`config.mk`:
```
export PLATFORM = sky130hd
export DESIGN_NAME = ctrl_stall_md_flat
export DESIGN_NICKNAME = d
export VERILOG_FILES = /design/src/rtl/ctrl_pkg.sv /design/src/rtl/ctrl_stall_md_if.sv /design/src/rtl/ctrl_hazard_cmp.sv /design/src/rtl/ctrl_stall_md.sv /design/src/flat_wrapper.sv
export SDC_FILE = /design/constraint.sdc
export NUM_CORES = 1
export LEC_CHECK = 0
export ABC_CLOCK_PERIOD_IN_PS = 4000
export CORE_MARGIN = 5
export CORE_UTILIZATION = 55
export CTS_CLUSTER_SIZE = 10
export DETAILED_ROUTE_END_ITERATION = 10
export DONT_BUFFER_PORTS = 1
export HOLD_SLACK_MARGIN = 0.03
export PLACE_DENSITY = 0.73
export SYNTH_ARGS = -nofsm -noshare
export SYNTH_HDL_FRONTEND = slang
export SYNTH_SLANG_ARGS = --single-unit
```
`constraint.sdc`:
```
create_clock -name clk -period 4 [get_ports clk]
set_input_delay 0.8 -clock clk [delete_from_list [all_inputs] [get_ports clk]]
set_output_delay 0.8 -clock clk [all_outputs]
set_load 0.02 [all_outputs]
```
`src/rtl/ctrl_pkg.sv`:
```
// Shared constants for the pipeline control blocks: default field widths,
// MDU latencies and the canonical Tnew values producers report.
package ctrl_pkg;

  localparam int ADDR_W_DEF      = 5;
  localparam int T_W_DEF         = 2;
  localparam int MULT_CYCLES_DEF = 5;
  localparam int DIV_CYCLES_DEF  = 10;

  // Cycles until a producer's result can be forwarded, by producer kind
  localparam int TNEW_ALU_E  = 1;
  localparam int TNEW_LOAD_E = 2;
  localparam int TNEW_LOAD_M = 1;

  function automatic int maxOf(input int a, input int b);
    return (a > b) ? a : b;
  endfunction

endpackage

```
`src/rtl/ctrl_stall_md_if.sv`:
```
// Decode-side hazard inputs and stall outputs of the stall controller,
// bundled so the core and the bench can hook up with one connection.
interface ctrl_stall_md_if
  import ctrl_pkg::*;
#(
  parameter int ADDR_W = ADDR_W_DEF,
  parameter int T_W    = T_W_DEF,
  parameter int CNT_W  = 32
);

  logic [T_W-1:0]    Tuse_rs;
  logic [T_W-1:0]    Tuse_rt;
  logic [ADDR_W-1:0] SPL_rs;
  logic [ADDR_W-1:0] SPL_rt;
  logic              GRFWE_E;
  logic              GRFWE_M;
  logic [ADDR_W-1:0] GRF_A3_E;
  logic [ADDR_W-1:0] GRF_A3_M;
  logic [T_W-1:0]    Tnew_E;
  logic [T_W-1:0]    Tnew_M;
  logic              MD_use_D;
  logic              MD_start_E;
  logic              MD_is_div_E;
  logic              IFU_EN_N;
  logic              FR_D_EN_N;
  logic              FR_E_RESET;
  logic              MD_busy;
  logic [CNT_W-1:0]  STALL_CNT;

  modport master (
    output Tuse_rs, Tuse_rt, SPL_rs, SPL_rt, GRFWE_E, GRFWE_M,
           GRF_A3_E, GRF_A3_M, Tnew_E, Tnew_M, MD_use_D, MD_start_E, MD_is_div_E,
    input  IFU_EN_N, FR_D_EN_N, FR_E_RESET, MD_busy, STALL_CNT
  );

  modport slave (
    input  Tuse_rs, Tuse_rt, SPL_rs, SPL_rt, GRFWE_E, GRFWE_M,
           GRF_A3_E, GRF_A3_M, Tnew_E, Tnew_M, MD_use_D, MD_start_E, MD_is_div_E,
    output IFU_EN_N, FR_D_EN_N, FR_E_RESET, MD_busy, STALL_CNT
  );

endinterface

```
`src/rtl/ctrl_hazard_cmp.sv`:
```
// Hazard check for one D-stage source operand: finds the youngest in-flight
// producer of that register and stalls if its value arrives too late.
module ctrl_hazard_cmp
  import ctrl_pkg::*;
#(
  parameter int ADDR_W = ADDR_W_DEF,
  parameter int T_W    = T_W_DEF
) (
  input  logic [ADDR_W-1:0] i_src,
  input  logic [T_W-1:0]    i_tuse,
  input  logic              i_weE,
  input  logic [ADDR_W-1:0] i_a3E,
  input  logic [T_W-1:0]    i_tnewE,
  input  logic              i_weM,
  input  logic [ADDR_W-1:0] i_a3M,
  input  logic [T_W-1:0]    i_tnewM,
  output logic              o_stall
);

  logic w_hitE;
  logic w_hitM;

  // $0 never carries a dependency; the E producer is younger and hides M
  assign w_hitE  = (i_src != '0) && i_weE && (i_src == i_a3E);
  assign w_hitM  = (i_src != '0) && i_weM && (i_src == i_a3M) && !w_hitE;
  assign o_stall = (w_hitE && (i_tuse < i_tnewE)) || (w_hitM && (i_tuse < i_tnewM));

endmodule

```
`src/rtl/ctrl_stall_md.sv`:
```
// Decode-stage stall controller: register hazards from Tuse/Tnew, MDU busy
// tracking and a saturating count of stalled cycles.
module ctrl_stall_md
  import ctrl_pkg::*;
#(
  parameter int ADDR_W      = ADDR_W_DEF,
  parameter int T_W         = T_W_DEF,
  parameter int MULT_CYCLES = MULT_CYCLES_DEF,
  parameter int DIV_CYCLES  = DIV_CYCLES_DEF,
  parameter int CNT_W       = 32
) (
  input  logic             clk,
  input  logic             reset_n,
  ctrl_stall_md_if.slave   bus
);

  localparam int MD_MAX = maxOf(MULT_CYCLES, DIV_CYCLES);
  localparam int MD_W   = $clog2(MD_MAX + 1);

  logic [MD_W-1:0]  r_mdCnt;
  logic [CNT_W-1:0] r_stallCnt;
  logic             w_stallRs;
  logic             w_stallRt;
  logic             w_mdBusy;
  logic             w_mdStall;
  logic             w_stall;

  ctrl_hazard_cmp #(.ADDR_W(ADDR_W), .T_W(T_W)) uRsCmp (
    .i_src  (bus.SPL_rs),
    .i_tuse (bus.Tuse_rs),
    .i_weE  (bus.GRFWE_E),
    .i_a3E  (bus.GRF_A3_E),
    .i_tnewE(bus.Tnew_E),
    .i_weM  (bus.GRFWE_M),
    .i_a3M  (bus.GRF_A3_M),
    .i_tnewM(bus.Tnew_M),
    .o_stall(w_stallRs)
  );

  ctrl_hazard_cmp #(.ADDR_W(ADDR_W), .T_W(T_W)) uRtCmp (
    .i_src  (bus.SPL_rt),
    .i_tuse (bus.Tuse_rt),
    .i_weE  (bus.GRFWE_E),
    .i_a3E  (bus.GRF_A3_E),
    .i_tnewE(bus.Tnew_E),
    .i_weM  (bus.GRFWE_M),
    .i_a3M  (bus.GRF_A3_M),
    .i_tnewM(bus.Tnew_M),
    .o_stall(w_stallRt)
  );

  // A start in E counts as busy already, so an MDU op right behind it waits
  assign w_mdBusy  = (r_mdCnt != '0);
  assign w_mdStall = bus.MD_use_D && (w_mdBusy || bus.MD_start_E);
  assign w_stall   = w_stallRs || w_stallRt || w_mdStall;

  assign bus.IFU_EN_N   = w_stall;
  assign bus.FR_D_EN_N  = w_stall;
  assign bus.FR_E_RESET = w_stall;
  assign bus.MD_busy    = w_mdBusy;
  assign bus.STALL_CNT  = r_stallCnt;

  always_ff @(posedge clk or negedge reset_n) begin
    if (!reset_n) begin
      r_mdCnt <= '0;
    end else if (bus.MD_start_E) begin
      r_mdCnt <= bus.MD_is_div_E ? MD_W'(DIV_CYCLES) : MD_W'(MULT_CYCLES);
    end else if (r_mdCnt != '0) begin
      r_mdCnt <= r_mdCnt - MD_W'(1);
    end
  end

  // Holds at all-ones so a long run never reads back as a small count
  always_ff @(posedge clk or negedge reset_n) begin
    if (!reset_n) begin
      r_stallCnt <= '0;
    end else if (w_stall && (r_stallCnt != '1)) begin
      r_stallCnt <= r_stallCnt + CNT_W'(1);
    end
  end

endmodule

```
`src/flat_wrapper.sv`:
```
// flat-port wrapper written by rule: the top's interface ports become plain ports
module ctrl_stall_md_flat import ctrl_pkg::*;
#(
  parameter int ADDR_W      = ADDR_W_DEF,
  parameter int T_W         = T_W_DEF,
  parameter int MULT_CYCLES = MULT_CYCLES_DEF,
  parameter int DIV_CYCLES  = DIV_CYCLES_DEF,
  parameter int CNT_W       = 32
)
  (clk, reset_n, bus_Tuse_rs, bus_Tuse_rt, bus_SPL_rs, bus_SPL_rt, bus_GRFWE_E, bus_GRFWE_M, bus_GRF_A3_E, bus_GRF_A3_M, bus_Tnew_E, bus_Tnew_M, bus_MD_use_D, bus_MD_start_E, bus_MD_is_div_E, bus_IFU_EN_N, bus_FR_D_EN_N, bus_FR_E_RESET, bus_MD_busy, bus_STALL_CNT);
  ctrl_stall_md_if #(.ADDR_W(ADDR_W), .T_W(T_W), .CNT_W(CNT_W)) bus_i ();
  input  logic clk;
  input  logic reset_n;
  input wire logic [$bits(bus_i.Tuse_rs)-1:0] bus_Tuse_rs;
  input wire logic [$bits(bus_i.Tuse_rt)-1:0] bus_Tuse_rt;
  input wire logic [$bits(bus_i.SPL_rs)-1:0] bus_SPL_rs;
  input wire logic [$bits(bus_i.SPL_rt)-1:0] bus_SPL_rt;
  input wire logic [$bits(bus_i.GRFWE_E)-1:0] bus_GRFWE_E;
  input wire logic [$bits(bus_i.GRFWE_M)-1:0] bus_GRFWE_M;
  input wire logic [$bits(bus_i.GRF_A3_E)-1:0] bus_GRF_A3_E;
  input wire logic [$bits(bus_i.GRF_A3_M)-1:0] bus_GRF_A3_M;
  input wire logic [$bits(bus_i.Tnew_E)-1:0] bus_Tnew_E;
  input wire logic [$bits(bus_i.Tnew_M)-1:0] bus_Tnew_M;
  input wire logic [$bits(bus_i.MD_use_D)-1:0] bus_MD_use_D;
  input wire logic [$bits(bus_i.MD_start_E)-1:0] bus_MD_start_E;
  input wire logic [$bits(bus_i.MD_is_div_E)-1:0] bus_MD_is_div_E;
  output wire logic [$bits(bus_i.IFU_EN_N)-1:0] bus_IFU_EN_N;
  output wire logic [$bits(bus_i.FR_D_EN_N)-1:0] bus_FR_D_EN_N;
  output wire logic [$bits(bus_i.FR_E_RESET)-1:0] bus_FR_E_RESET;
  output wire logic [$bits(bus_i.MD_busy)-1:0] bus_MD_busy;
  output wire logic [$bits(bus_i.STALL_CNT)-1:0] bus_STALL_CNT;
  assign bus_i.Tuse_rs = bus_Tuse_rs;
  assign bus_i.Tuse_rt = bus_Tuse_rt;
  assign bus_i.SPL_rs = bus_SPL_rs;
  assign bus_i.SPL_rt = bus_SPL_rt;
  assign bus_i.GRFWE_E = bus_GRFWE_E;
  assign bus_i.GRFWE_M = bus_GRFWE_M;
  assign bus_i.GRF_A3_E = bus_GRF_A3_E;
  assign bus_i.GRF_A3_M = bus_GRF_A3_M;
  assign bus_i.Tnew_E = bus_Tnew_E;
  assign bus_i.Tnew_M = bus_Tnew_M;
  assign bus_i.MD_use_D = bus_MD_use_D;
  assign bus_i.MD_start_E = bus_MD_start_E;
  assign bus_i.MD_is_div_E = bus_MD_is_div_E;
  assign bus_IFU_EN_N = bus_i.IFU_EN_N;
  assign bus_FR_D_EN_N = bus_i.FR_D_EN_N;
  assign bus_FR_E_RESET = bus_i.FR_E_RESET;
  assign bus_MD_busy = bus_i.MD_busy;
  assign bus_STALL_CNT = bus_i.STALL_CNT;
  ctrl_stall_md #(.ADDR_W(ADDR_W), .T_W(T_W), .MULT_CYCLES(MULT_CYCLES), .DIV_CYCLES(DIV_CYCLES), .CNT_W(CNT_W)) u_core (.clk(clk), .reset_n(reset_n), .bus(bus_i));
endmodule
```
# Word level (Yosys, flattened, before mapping)
# Cells that the tools add are included.
# totals
regBits	36
in_bits	35
output_inout_bits	36
word_cells	43
# op_classes
addsub	2
magnitude_cmp	4
eq_ne	5
n_mux	3
n_reduce_logical	27
# op_table
operator	count
$add A32 B1 Y32 const B	1
$ne A32 B32 Y1 const B	1
$eq A5 B5 Y1	4
$logic_and A1 B1 Y1	16
$mux W4	3
$reduce_bool A5 Y1	2
$lt A2 B2 Y1	4
$logic_or A1 B1 Y1	5
$reduce_bool A4 Y1	1
$sub A4 B1 Y4 const B	1
$logic_not A1 Y1	2
$reduce_bool A2 Y1	1

# Longest topological paths before layout
# Gate-level depths: netlist of run 1.
# logic_depth
word_depth	10
depth_mapped	9
ltp_nobuf	8

# Cells and area by module
# Synthesis of run 1 repeated with hierarchy kept, for this count alone.
# unflattened
hier_cells	231
area_unflattened_um2	2232.1
# modules_own_cells
module	instances	cells_each	area_per_inst_um2	seq_area_each_um2
ctrl_stall_md	1	175	1831.8	900.9
ctrl_hazard_cmp	2	28	200.2	0.0

# Least setup slack after synthesis of run 1
# No wires, ideal clock.
# synth_timing
path_kind	in2out
start	in bus_SPL_rs[2]
end	out bus_FR_E_RESET
arrival_time_ps	2177
required_ps	3200
slack_ps	1023
path_stages	7
path_buffers	2
cell_sequence	or4_1 nor2_1 or4_4 a211oi_2 nand4b_4 buf_4 buf_4
# synth_via
elab_chain_cells	9
elab_cells_between_ends	14
classes_between	eq/ne: 2; reduce/logical: 12
# synth_rtl
item	line	rtl
from (decl)	flat_wrapper.sv:16	input wire logic [$bits(bus_i.SPL_rs)-1:0] bus_SPL_rs;
$reduce_bool A5 Y1	ctrl_hazard_cmp.sv:24, ctrl_hazard_cmp.sv:25	
$logic_and A1 B1 Y1 (2 in series)	ctrl_hazard_cmp.sv:24	assign w_hitE = (i_src != '0) && i_weE && (i_src == i_a3E);
$logic_not A1 Y1	ctrl_hazard_cmp.sv:25	assign w_hitM = (i_src != '0) && i_weM && (i_src == i_a3M) && !w_hitE;
$logic_and A1 B1 Y1	ctrl_hazard_cmp.sv:25	
$logic_and A1 B1 Y1	ctrl_hazard_cmp.sv:26	assign o_stall = (w_hitE && (i_tuse < i_tnewE)) || (w_hitM && (i_tuse < i_tnewM));
$logic_or A1 B1 Y1 (*)	ctrl_hazard_cmp.sv:26	
$logic_or A1 B1 Y1 (*) (2 in series)	ctrl_stall_md.sv:55	assign w_stall = w_stallRs || w_stallRt || w_mdStall;
to (decl)	flat_wrapper.sv:29	output wire logic [$bits(bus_i.FR_E_RESET)-1:0] bus_FR_E_RESET;
# Every way passes the cells marked *; elsewhere a longest branch is shown, timed or not.

# Final worst setup path of run 1
# layout_timing
start	reg u_core.r_mdCnt[0]
end	out bus_IFU_EN_N
# layout_via
elab_chain_cells	4
# layout_rtl
item	line	rtl
from (decl)	ctrl_stall_md.sv:20	logic [MD_W-1:0] r_mdCnt;
from (signal assigned)	ctrl_stall_md.sv:67	r_mdCnt <= bus.MD_is_div_E ? MD_W'(DIV_CYCLES) : MD_W'(MULT_CYCLES);
from (signal assigned)	ctrl_stall_md.sv:69	r_mdCnt <= r_mdCnt - MD_W'(1);
$reduce_bool A4 Y1	ctrl_stall_md.sv:53	assign w_mdBusy = (r_mdCnt != '0);
via bus_MD_busy	flat_wrapper.sv:30	output wire logic [$bits(bus_i.MD_busy)-1:0] bus_MD_busy;
$logic_or A1 B1 Y1	ctrl_stall_md.sv:54	assign w_mdStall = bus.MD_use_D && (w_mdBusy || bus.MD_start_E);
$logic_and A1 B1 Y1	ctrl_stall_md.sv:54	
$logic_or A1 B1 Y1	ctrl_stall_md.sv:55	
to (decl)	flat_wrapper.sv:27	output wire logic [$bits(bus_i.IFU_EN_N)-1:0] bus_IFU_EN_N;
# The timed path passes the listed nets, and every way through them passes these cells.

==> results.md, run 1 <==
- Status: finished, final reports clean
- CP peak stage delay: 0.46 ns
- Layout cells sized above 1: 6.09%
- Area Overhead vs Synth: 4.32%
- Register bit total from synthesis: 36
- DRC violations left: 0
- Sequential fraction of the synthesis area: 39.8%
- CTS tree: built
- Commonest non-fill, non-tap cell in the layout: xnor2_1
- DR iter-0 viols: 107
- Reg power frac: 54.7%
- Final slew viol count: 0
- Tightest Pin Transition: 0.712 ns
- Required @ worst endpoint: 3.20 ns
- Number of diodes: 0
- RSZ-0062 raised after global routing: false
- Core ar.: 0.00400 sq mm
- Clock-pin slew on the worst setup and hold paths: 0.07 ns
- First-pass GRT wire length: 7.97 mm
- Clock Skew: 0.00788 ns
- WS Path Type: reg2out
- Final hold viol count: 0
- Post-Syn Area: 0.00226 sq mm
- Post-Synthesis Cells: 230
- Fillers: 343
- Port Buffers: 0
- YS warnings: 0
- Top-area cell type share of the netlist area: 39.8%
- Routed WL: 4.67 mm
- Clk sink count: 36
- Routed vias/inst: 5.79
- Crit path cell chain: inv_1 > ha_1 > nand2_1 > o21a_1 > a31oi_1 > nand4b_4
- Cts repair resizes: 0
- Critical Path AT: 2.19 ns
- Relative slew slack: 52.1%
- Total setup buffers inserted after CTS: 0
- Routed via count: 1621
- Post-synth top area cell: dfrtp_1
- Clock Path Buffers: 2
- Async SR Flop Fraction: 100%
- Initial core utilization: 56.5%
- # nets final: 272
- Number of H-tree levels: 2
- TNS Setup: 0 ns
- Psw: 0.000293 W
- Total GRT Usage: 19.1%
- Routed length per instance: 16.7 um
- Comb pwr share: 15.3%
- Buffers & Inverters on Critical Path: 1
- Cell family with the largest share of critical-path delay: simple AND/OR/NAND/NOR gates
- IR drop worst, VDD: 205 uV
- Pin count of the biggest net entering global routing: 37
- Ys flop type: dfrtp_1
- Crit path launch type: register
- Dpl hpwl: 3.56 mm
- Die Wd: 74.1 um
- TritonCTS buffer count: 5
- Die span in y: 74.1 um
- Final worst path period need: 2.99 ns
- Yosys cell types: 35
- Total Die Area: 0.00549 sq mm
- GR Overflow Total: 0
- Synth Area per Inst: 9.83 sq um
- Pint: 0.000633 W
- Switching Share: 31.6%
- Placer congestion estimate: 0.757
- Vias in the first global route: 1712
- Root buf cell: clkbuf_8
- Drt pass-1 iters: 4
- Clk pwr share: 30.0%
- Setup ws final: 1.01 ns
- Nature of the critical path endpoint: primary output
- Clock Latency Late Sink: 0.29 ns
- Area contributors post-synth: dfrtp_1 40%, xnor2_1 16%, and3_1 4.7%
- HP Class: in2async
- EDFF count, synth: 0
- Antenna violations before repair: 0
- Period utilization: 74.7%
- Pwr/cell area: 393 mW/mm^2
- Row cnt: 23
- Crit-path slowest cell: nand4b_4
- Setup violations, final: 0
- F_max: 0.334 GHz
- MaxCap Viol Count: 0
- Post-route ant nets: 0
- Leakage power: 1.03 nW
- Crit-path max FO: 19
- Hold buffers post-CTS: 0
- Commonest non-fill, non-tap cells in the layout: 42 x xnor2_1, 36 x dfrtp_1, 18 x nand3_1
- Io pins: 71
- DP Worst Slack: 1.03 ns
- Synth Net Count: 272
[cell type report]
type / instances / area [sq um] / area share, %
multi-input combinational: 179 / 1260 / 53.6
sequential: 36 / 901 / 38.2
clock buffer: 7 / 96.3 / 4.08
tap: 50 / 62.6 / 2.65
inverter: 7 / 26.3 / 1.11
timing repair buffer: 1 / 7.51 / 0.318
[routing by layer]
layer,GRT usage [%],vias to the layer above,share of wire [%]
met5,0,-,0
met4,6.64,0,1.6
met3,9.59,8,10
met2,30.1,55,48
met1,22.7,755,40
li1,-,803,-
[registers in the layout, indices dropped and copies added, names as in the netlist]
signal / flops
u_core.bus.STALL_CNT: 32
u_core.r_mdCnt: 4
[power by group through the flow]
stage	Clock (W)	Sequential, W	Combinational, W
global placement	0	0.000515	0.000138
CTS	0.000287	0.000508	0.000144
global route	0.000304	0.000517	0.000164
detailed placement	0	0.000515	0.000143
finish	0.000278	0.000507	0.000142
floorplan	0	0.000494	0.000130
[worst paths after layout]
check | from | depth (start not counted) | slack (ns) | to
min in group clk | u_core.r_mdCnt[0] | 2 | 0.62 | u_core.r_mdCnt[0]
hold reg to reg | u_core.r_mdCnt[0] | 2 | 0.62 | u_core.r_mdCnt[0]
max in group asynchronous | reset_n | 0 | 3.71 | u_core.bus.STALL_CNT[7]
setup / recovery | u_core.r_mdCnt[0] | 6 | 1.01 | bus_IFU_EN_N
setup reg to reg | u_core.r_mdCnt[0] | 9 | 1.28 | u_core.bus.STALL_CNT[8]
hold / removal | reset_n | 0 | 0.20 | u_core.bus.STALL_CNT[25]
[cells in the mapped netlist (all sizes together), types with 3 or more instances]
master / count
and3: 17
and4: 4
buf: 8
dfrtp: 36
ha: 7
inv: 7
nand2: 17
nand2b: 3
nand3: 18
nand4: 13
nor2: 9
nor3: 8
nor4: 3
o21a: 3
o21ai: 5
or3: 3
xnor2: 42
xor2: 11
[metrics by stage]
stage	std cells	instance area [sq um]	util (%)	total power [W]	hold slack (ns)
floorplan	230	2260	-	0.000624	0.504
detailed placement	273	2260	56.6	0.000659	0.506
global route	280	2360	59.0	0.000985	0.174
finish	280	2360	59.0	0.000926	0.198
global placement	273	2260	56.6	0.000654	0.507
CTS	280	2360	59.0	0.000939	0.188
[worst register-to-register path: cells and delay by family, from the launching register on]
kind                       cells  cell delay, ns
and+or+nand+nor                3            0.87
AOI/OAI and AO/OA              2            0.52
buffers and inverters          2            0.47
DFF                            1            0.40
adders and majority gates      1            0.17
xor gates and xnor gates       1            0.16
[kinds of logic (layout without fill, tap and decap cells)]
kind of cell	count (synthesis)	after routing	synth area share (%)
adder cells (fa/ha/maj)	7	7	3.87
AND/OR/NAND/NOR	105	105	27.3
AO/OA/AOI/OAI	13	13	3.71
flip-flops	36	36	39.8
XOR/XNOR	53	53	20.5
multiplexers	1	1	0.498
buffers and inverters	15	15	4.21
Power figures use the tool's default switching activity.
==> run 2, diff against run 1 <==
Settings changed: ABC_AREA from default to 1, ABC_CLOCK_PERIOD_IN_PS 4000 to 3060.
Clock period 4 ns to 3.06 ns, I/O delays scaled along.
==> run 2 against run 1 <==
Compared with the run above: clock power grew 64%; sequential power increased by 21%; core utilization grew 1.5 points; worst setup slack worse by 0.36 ns; combinational power rose by 63%; first-iteration DRC count rose by 62%; non-clock buffer count increased by 3; count of clock-buffer cells in the layout did not move; clock skew down 0.0061 ns; die area is 25% higher; highest routed layer unchanged.
==> results.md, run 2 <==
- Status: finished, final reports clean
- WS Path Type: reg2out
- Pin count of the biggest net entering global routing: 37
- TritonCTS buffer count: 5
- MaxCap Viol Count: 0
- Post-synthesis adder-cell area fraction: 2.99%
- Routed length per instance: 13.5 um
- Reg-to-reg endpoint: u_core.bus.STALL_CNT[26]
- Max FFs per register: 32
- CP peak stage delay: 0.38 ns
- Clk sink count: 36
- Number of H-tree levels: 2
- Cell mode on critical path: nand2_1
- Post-synth top area cell: dfrtp_1
- Comb pwr share: 17.8%
- Pwr/cell area: 418 mW/mm^2
- Tightest Pin Transition: 0.452 ns
- Clock Latency Late Sink: 0.29 ns
- Port Buffers: 0
- Complex-gate fraction of the synthesized area: 3.46%
- Power Total: 0.00130 W
- Post-Synthesis Cells: 460
- FF-to-FF Start: u_core.bus.STALL_CNT[1]
- Crit path capture: bus_IFU_EN_N
- DRC violations left: 0
- Die span in y: 83.0 um
- Number of diodes: 0
- Area Overhead vs Synth: 6.06%
- Final hold viol count: 0
- Simple-gate share of the synthesized area: 45.2%
- Total GRT Usage: 20.7%
- Required @ worst endpoint: 2.45 ns
- Crit-path slowest cell: dfrtp_1
- GR Overflow Total: 0
- Clk pwr share: 35.1%
- Routed via count: 2800
- TNS Setup: 0 ns
- Leakage power: 1.68 nW
- Total Die Area: 0.00689 sq mm
- Io pins: 71
- Sequential fraction of the synthesis area: 30.7%
- Area contributors post-synth: dfrtp_1 31%, nand2_1 21%, nand3_1 8.7%
- Nature of the critical path endpoint: primary output
- EDFF count, synth: 0
- Total setup buffers inserted after CTS: 0
- Crit path cell chain: inv_1 > ha_1 > nand4_1 > nand2_1 > nand2_1 > nor2_1 > nand2_2
- Reg power frac: 47.1%
- Synth Net Count: 502
- Final worst path period need: 2.41 ns
- Commonest non-fill, non-tap cells in the layout: 165 x nand2_1, 54 x inv_1, 51 x nand3_1
- Critical Path AT: 1.80 ns
- Routed WL: 7.14 mm
- Antenna violations before repair: 0
- DR iter-0 viols: 173
- Vias in the first global route: 2584
- Routed vias/inst: 5.27
- Switching Share: 31.6%
- Pint: 0.000890 W
- Post-Syn Area: 0.00293 sq mm
- Crit. Startpoint: u_core.r_mdCnt[0]
- YS warnings: 0
- Clock Skew: 0.00177 ns
- Placer congestion estimate: 0.925
- Relative slew slack: 69.9%
- Yosys cell types: 27
- FF-to-FF setup slack: 0.72 ns
- Root buf cell: clkbuf_8
- CTS tree: built
- Cts repair resizes: 0
- Register bit total from synthesis: 36
- Die Wd: 83.0 um
- F_max: 0.415 GHz
- Top-area cell type share of the netlist area: 30.7%
- Clock-pin slew on the worst setup and hold paths: 0.07 ns
- Final slew viol count: 0
- Core ar.: 0.00514 sq mm
- Commonest cells post-synth: 165 x nand2_1, 54 x inv_1, 51 x nand3_1
- Xor/xnor cell area share of the yosys netlist: 8.07%
- Synth Area per Inst: 6.37 sq um
- Async SR Flop Fraction: 100%
- First-pass GRT wire length: 12.1 mm
- Most frequent cell after synthesis: nand2_1
- Buffers & Inverters on Critical Path: 1
- Main combinational cell family by area after synthesis: simple AND/OR/NAND/NOR gates
- Initial core utilization: 57.0%
- HP Class: in2async
- RSZ-0062 raised after global routing: false
- Crit-path max FO: 6
- Layout cells sized above 1: 4.77%
- Dpl hpwl: 5.70 mm
- CP Depth: 7
- Psw: 0.000411 W
- Commonest non-fill, non-tap cell in the layout: nand2_1
- Multiplexer share of the synthesized area: 0%
- # nets final: 502
- Crit path launch type: register
- Drt pass-1 iters: 5
- Cell family with the largest share of critical-path delay: simple AND/OR/NAND/NOR gates
- Ys flop type: dfrtp_1
- Clock Path Buffers: 2
- IR drop worst, VDD: 354 uV
- Setup violations, final: 0
- Period utilization: 78.7%
- Row cnt: 26
- Worst-case reg-to-reg path depth: 9
- Post-route ant nets: 0
run 2: layout make-up:
type | count | area, sq um
Tap cell | 70 | 87.6
Clock buffer | 7 | 96.3
Fill cell | 525 | 2030
Inverter | 54 | 203
Timing Repair Buffer | 4 | 42.5
Sequential cell | 36 | 901
Clock inverter | 1 | 30.0
Multi-Input combinational cell | 359 | 1750
run 2: worst reg2reg max path: cells and delay by family, from the launching register on:
| family | cells | cell delay, ns |
|---|---|---|
| fa+ha+maj | 1 | 0.30 |
| simple gates | 8 | 1.46 |
| flops | 1 | 0.53 |
run 2: metrics by stage:
stage                     utilization (%)  worst slack, ns  std cells  area (sq um)  hold slack [ns]
final                                60.5            0.652        531          3110            0.154
after global routing                 60.5            0.475        531          3110            0.157
after CTS                            60.5            0.644        531          3110            0.156
after detailed placement             57.6            0.690        522          2960            0.318
after global placement               57.6            0.708        522          2960            0.318
after floorplan                         -            0.537        460          2930            0.316
run 2: worst min-delay path by stage:
stage          startpoint                        to
6_report          reset_n  u_core.bus.STALL_CNT[12]
5_1_grt           reset_n  u_core.bus.STALL_CNT[28]
4_1_cts           reset_n   u_core.bus.STALL_CNT[6]
3_5_place_dp      reset_n  u_core.bus.STALL_CNT[15]
3_3_place_gp      reset_n  u_core.bus.STALL_CNT[15]
2_1_floorplan     reset_n   u_core.bus.STALL_CNT[0]
run 2: power by group through the flow:
stage	Combinational, W	Clock, W	Sequential (W)
after floorplan	0.000196	0	0.000605
after global placement	0.000213	0	0.000622
after detailed placement	0.000220	0	0.000623
after CTS	0.000234	0.000468	0.000614
after global routing	0.000268	0.000492	0.000620
final	0.000232	0.000457	0.000612
run 2: kinds of logic after synthesis:
group,Yosys count
buffers and inverters,65
adder cells (fa/ha/maj),7
AND/OR/NAND/NOR,306
AO/OA/AOI/OAI,19
flip-flops,36
XOR/XNOR,27
run 2: layer usage:
| metal | vias to the layer above | part of all wire [%] | track usage [%] |
|---|---|---|---|
| li1 | 1454 | - | - |
| met1 | 1259 | 48 | 29.2 |
| met2 | 80 | 43 | 31.8 |
| met3 | 7 | 7.6 | 6.34 |
| met4 | 0 | 0.77 | 3.71 |
| met5 | - | 0 | 0 |
run 2: repair_timing:
action                                  4_1_cts  5_1_grt
endpoints found under the setup margin        0        0
hold endpoints to repair                     36        0
hold buffers                                  1        0
